[config.mk]
export PLATFORM = sky130hd
export DESIGN_NAME = choice_update_unit
export DESIGN_NICKNAME = d
export VERILOG_FILES = /design/src/rtl/choice_pkg.sv /design/src/rtl/choice_inflight_fifo.sv /design/src/rtl/choice_update_unit.sv
export SDC_FILE = /design/constraint.sdc
export NUM_CORES = 1
export LEC_CHECK = 0
export BUFFER_PORTS_ARGS = -buffer_cell sky130_fd_sc_hd__buf_2
export CORE_MARGIN = 2
export CORE_UTILIZATION = 40
export CTS_CLUSTER_SIZE = 12
export DETAILED_ROUTE_END_ITERATION = 8
export PLACE_DENSITY_LB_ADDON = 0.15
export REMOVE_ABC_BUFFERS = 1
export SETUP_SLACK_MARGIN = 0.15
export SLEW_MARGIN = 0
export SYNTH_ARGS = -nofsm -noshare
export SYNTH_HDL_FRONTEND = slang
export SYNTH_SLANG_ARGS = --single-unit
[constraint.sdc]
create_clock -name clock -period 3.6 [get_ports clock]
set_input_delay 0.54 -clock clock [delete_from_list [all_inputs] [get_ports clock]]
set_output_delay 0.54 -clock clock [all_outputs]
set_load 0.01 [all_outputs]
[src/rtl/choice_pkg.sv]
`default_nettype none
// ============================================================================
// Module   : choice_pkg
// Purpose  : Shared types and defaults for the choice-predictor update path.
// Revision : 1.0  initial release
// ============================================================================
package choice_pkg;

  localparam int HIST_W_DEF = 12;
  localparam int DEPTH_DEF  = 8;
  localparam int CNT_W_DEF  = 16;

  // One in-flight prediction: history snapshot plus the three directions.
  typedef struct packed {
    logic [HIST_W_DEF-1:0] snap;
    logic                  taken;
    logic                  local_p;
    logic                  global_p;
  } inflight_t;

endpackage
`default_nettype wire

[src/rtl/choice_inflight_fifo.sv]
`default_nettype none
// ============================================================================
// Module   : choice_inflight_fifo
// Purpose  : DEPTH-entry FIFO of in-flight predictions with single-cycle clear.
// Revision : 1.0  initial release
// ============================================================================
module choice_inflight_fifo
  import choice_pkg::*;
#(
  parameter int DEPTH = DEPTH_DEF
) (
  input  logic                   clock,
  input  logic                   reset,
  input  logic                   push,
  input  logic                   pop,
  input  logic                   clear,
  input  inflight_t              din,
  output inflight_t              head,
  output logic                   full,
  output logic                   empty,
  output logic [$clog2(DEPTH):0] count
);

  localparam int c_ptr_w = $clog2(DEPTH);
  localparam logic [c_ptr_w:0] c_full = (c_ptr_w + 1)'(DEPTH);

  inflight_t            r_mem [DEPTH];
  logic [c_ptr_w-1:0]   r_wr_ptr;
  logic [c_ptr_w-1:0]   r_rd_ptr;
  logic [c_ptr_w:0]     r_count;
  logic                 w_push;
  logic                 w_pop;

  // Clear wins: an entry pushed in the clearing cycle is wrong-path.
  assign w_push = push & ~full & ~clear;
  assign w_pop  = pop & ~empty & ~clear;

  always_ff @(posedge clock) begin
    if (w_push) begin
      r_mem[r_wr_ptr] <= din;
    end
  end

  always_ff @(posedge clock or negedge reset) begin
    if (!reset) begin
      r_wr_ptr <= '0;
      r_rd_ptr <= '0;
      r_count  <= '0;
    end else if (clear) begin
      r_wr_ptr <= '0;
      r_rd_ptr <= '0;
      r_count  <= '0;
    end else begin
      if (w_push) r_wr_ptr <= r_wr_ptr + 1'b1;
      if (w_pop)  r_rd_ptr <= r_rd_ptr + 1'b1;
      case ({w_push, w_pop})
        2'b10:   r_count <= r_count + 1'b1;
        2'b01:   r_count <= r_count - 1'b1;
        default: r_count <= r_count;
      endcase
    end
  end

  assign head  = r_mem[r_rd_ptr];
  assign full  = (r_count == c_full);
  assign empty = (r_count == '0);
  assign count = r_count;

endmodule
`default_nettype wire

[src/rtl/choice_update_unit.sv]
`default_nettype none
// ============================================================================
// Module   : choice_update_unit
// Purpose  : Tracks in-flight predictions, owns speculative path history and
//            emits choice-table training writes at in-order resolution.
//            Optional counters enabled by CHOICE_UPD_STATS_EN.
// Revision : 1.0  initial release
// ============================================================================
module choice_update_unit
  import choice_pkg::*;
#(
  parameter int HIST_W = HIST_W_DEF,
  parameter int DEPTH  = DEPTH_DEF,
  parameter int CNT_W  = CNT_W_DEF
) (
  input  logic                   clock,
  input  logic                   reset,
  input  logic                   pred_valid,
  output logic                   pred_ready,
  input  logic                   pred_taken,
  input  logic                   pred_local,
  input  logic                   pred_global,
  output logic [HIST_W-1:0]      ghr_out,
  input  logic                   res_valid,
  input  logic                   res_taken,
  output logic                   upd_valid,
  output logic [HIST_W-1:0]      upd_index,
  output logic                   upd_choice,
  output logic                   flush,
  output logic [$clog2(DEPTH):0] occupancy,
  output logic                   res_err
`ifdef CHOICE_UPD_STATS_EN
  ,
  output logic [CNT_W-1:0]       stat_mispred,
  output logic [CNT_W-1:0]       stat_train
`endif
);

  logic [HIST_W-1:0]      r_ghr;
  logic                   r_upd_valid;
  logic [HIST_W-1:0]      r_upd_index;
  logic                   r_upd_choice;
  logic                   r_flush;
  logic                   r_res_err;

  inflight_t              w_din;
  inflight_t              w_head;
  logic                   w_full;
  logic                   w_empty;
  logic [$clog2(DEPTH):0] w_count;
  logic                   w_push;
  logic                   w_pop;
  logic                   w_mispred;
  logic                   w_train;

  // Ready depends only on registered occupancy, so a same-cycle pop never frees a slot.
  assign pred_ready = ~w_full;
  assign w_push     = pred_valid & ~w_full;
  assign w_pop      = res_valid & ~w_empty;
  assign w_mispred  = w_pop & (w_head.taken != res_taken);
  assign w_train    = w_pop & (w_head.local_p != w_head.global_p);

  always_comb begin
    w_din          = '0;
    w_din.snap     = r_ghr;
    w_din.taken    = pred_taken;
    w_din.local_p  = pred_local;
    w_din.global_p = pred_global;
  end

  choice_inflight_fifo #(
    .DEPTH (DEPTH)
  ) u_fifo (
    .clock (clock),
    .reset (reset),
    .push  (w_push),
    .pop   (w_pop),
    .clear (w_mispred),
    .din   (w_din),
    .head  (w_head),
    .full  (w_full),
    .empty (w_empty),
    .count (w_count)
  );

  always_ff @(posedge clock or negedge reset) begin
    if (!reset) begin
      r_ghr        <= '0;
      r_upd_valid  <= 1'b0;
      r_upd_index  <= '0;
      r_upd_choice <= 1'b0;
      r_flush      <= 1'b0;
      r_res_err    <= 1'b0;
    end else begin
      r_upd_valid <= w_train;
      if (w_train) begin
        r_upd_index  <= w_head.snap;
        r_upd_choice <= (w_head.global_p == res_taken);
      end
      r_flush <= w_mispred;
      if (res_valid && w_empty) begin
        r_res_err <= 1'b1;
      end
      // Restored history takes priority over a same-cycle wrong-path push.
      if (w_mispred) begin
        r_ghr <= {w_head.snap[HIST_W-2:0], res_taken};
      end else if (w_push) begin
        r_ghr <= {r_ghr[HIST_W-2:0], pred_taken};
      end
    end
  end

  assign ghr_out    = r_ghr;
  assign upd_valid  = r_upd_valid;
  assign upd_index  = r_upd_index;
  assign upd_choice = r_upd_choice;
  assign flush      = r_flush;
  assign occupancy  = w_count;
  assign res_err    = r_res_err;

`ifdef CHOICE_UPD_STATS_EN
  logic [CNT_W-1:0] r_stat_mispred;
  logic [CNT_W-1:0] r_stat_train;

  always_ff @(posedge clock or negedge reset) begin
    if (!reset) begin
      r_stat_mispred <= '0;
      r_stat_train   <= '0;
    end else begin
      if (w_mispred && (r_stat_mispred != '1)) r_stat_mispred <= r_stat_mispred + 1'b1;
      if (w_train && (r_stat_train != '1))     r_stat_train   <= r_stat_train + 1'b1;
    end
  end

  assign stat_mispred = r_stat_mispred;
  assign stat_train   = r_stat_train;
`endif

endmodule
`default_nettype wire
==> reports/results.tsv <==
metric	value	unit
Root Driver	clkbuf_16	
core area	0.0158	mm²
clock buffer depth	2	
Pre-antenna DRT Iters	4	
final setup fails	0	
RSZ-0062 raised after global routing	no	
Worst Skew	0.0118	ns
Total Wirelength	12600	µm
CP Data Arrival Time	3.39	ns
Post-synth ARST share	24.1	%
crit path capture type	flop	
initial antenna violation count	0	
final RePlAce weighted congestion	0.692	
Avg Inst Size Synth	18.3	µm²
Post-CTS Repair Setup Buffers	0	
Final min period	3.09	ns
GRT Total Usage	16.4	%
Unique masters post-synth	40	
Post-synth EDFFs	120	
Min Hold Slack	0.240	ns
WS Path Type	reg -> reg	
Die Y	130	µm
First DRT Iteration DRCs	211	
clk_lat worst skew	0.43	ns
vias per cell	5.12	
worst-margin pin slew	0.909	ns
most frequent cells in the layout	edfxtp_1 (120), buf_2 (40), dfrtp_1 (37)	
CTS Sinks	158	
post-synth top area cell	edfxtp_1	
share of cells above drive strength 1	36.4	%
CTS tree	yes	
status	finished clean	
DRC viols	0	
total power per unit cell area	900	mW/mm²
Initial Util	40.5	%
# resized after CTS	0	
Clock Pin Slew Worst Setup and Hold Paths	0.07	ns
Port-buffer cells	40	
FF+latch count, synth	158	
sequential area share after synthesis	71.3	%
DRT antenna net count	0	
Slew Limit Headroom	39.4	%
WP data required	3.90	ns
# diodes	0	
cell area after synthesis	0.00639	mm²
maximum vdd drop	0.000411	V
element type at the critical path start	flop	
most common cell after layout, fill and taps aside	edfxtp_1	
synth top area cells	edfxtp_1 (56%), dfrtp_1 (15%), mux4_2 (9.9%)	
Row Count	46	
first-pass GRT wire length	19800	µm
nets@finish	419	
largest net degree at the start of global routing	39	
Pleak	2.79	nW
Fmax	324	MHz
die area	0.0170	mm²
DIE WIDTH	130	µm
Slew Limit Fails	0	
share of the clock period used by the worst path	85.7	%
final hold violations	0	
Yosys warnings	0	
slack of the critical path	0.515	ns
number of global-route vias before repair	3331	
FF-to-FF path depth	10	
CTS hold repair buffers	0	
DR WL/cell	19.8	µm
Yosys top cell area share	56.4	%
Top Ports	41	
gate count of the mapped netlist	349	
clock buffer count from CTS	17	
worst hold path type	in -> async	
H-tree Lvls	4	
Post-DP HPWL	7510	µm
vias post-DR	3243	
P&R area growth vs syn	19.4	%
Main synth FF type	edfxtp_1	
CP Max Fanout	5	
Setup WS pre-CTS	0.510	ns
grt ovf	0	
total of max-cap violations	0	
metal layers:
metal	vias to the layer above	part of all wire, %	wire length [µm]	track usage [%]
met2	70	48	5990	24.9
met4	0	2.4	299	7.82
met3	23	3.3	417	3.75
met1	1673	47	5860	22.5
li1	1477	-	-	-
met5	-	0	0	0
critical path, stage by stage, from the launching register on:
cell and delay (ns):
dfrtp_2 0.43, mux4_2 0.55, mux2i_4 0.23, mux2i_4 0.31, nor2_1 0.10, ha_1 0.26, ha_1 0.35, a31o_2 0.25
a211oi_1 0.28, xnor2_1 0.15, nor2_1 0.05
through the flow:
stage | utilization [%] | TNS (ns) | instance area [µm²] | power (mW) | std cells
detailed placement | 44.2 | 0 | 6960 | 4.94 | 602
finish | 48.4 | 0 | 7630 | 6.87 | 634
global route | 48.4 | 0 | 7630 | 7.27 | 634
floorplan | - | -142.92 | 6300 | 4.16 | 329
global placement | 44.2 | 0 | 6960 | 4.89 | 602
CTS | 48.4 | 0 | 7630 | 6.99 | 634
report_power, final:
group,switching [mW],leakage [nW],internal (mW)
Sequential,0.379,1.55,2.51
Combinational,0.980,0.907,0.967
Clock,0.703,0.323,1.33
cell usage after synthesis (all sizes together) (2+ instances only):
master / number
a211oi: 2
a21oi: 4
and3: 2
buf: 9
clkbuf: 11
dfrtp: 38
edfxtp: 120
ha: 6
mux2: 27
mux2i: 19
mux4: 28
nand2: 22
nand2b: 3
nand3: 3
nor2: 13
nor2b: 2
nor4: 2
nor4b: 3
o211a: 2
o21ai: 13
xnor2: 2
xor2: 5
layout make-up:
class	instances	area, µm²
clock buffers	20	457
flip-flops and latches	158	4560
well taps	216	270
clock inverters	12	214
repair buffers	57	328
fillers	1379	8140
inverters	1	3.75
multi-input cells	170	1810
state kept, by name, indices dropped and copies added, names as in the netlist:
name	count
u_fifo.r_wr_ptr	3
flush	1
upd_choice	1
upd_valid	1
u_fifo.r_rd_ptr	3
ghr_out	12
res_err	1
upd_index	12
u_fifo.r_mem	120
u_fifo.count	4
final timing paths:
path,start,endpoint,slack [ns]
setup reg to reg,u_fifo.r_rd_ptr[0],u_fifo.count[3],0.51
hold / removal,reset,u_fifo.count[2],0.24
setup / recovery,u_fifo.r_rd_ptr[0],u_fifo.count[3],0.51
min in group clock,res_valid,res_err,0.34
max in group asynchronous,reset,u_fifo.r_rd_ptr[0],2.74
hold reg to reg,res_err,res_err,0.46
cells by family (layout without fill, tap and decap cells):
family,count (synthesis),count (layout),synth area share (%)
simple gates,55,55,4.58
xor+xnor,7,7,0.959
buf+inv,21,90,1.41
compound gates,28,28,2.82
flops,158,158,71.3
mux,74,74,17.8
fa+ha+maj,6,6,1.17
Note: power is estimated with default switching activity, not from simulation.
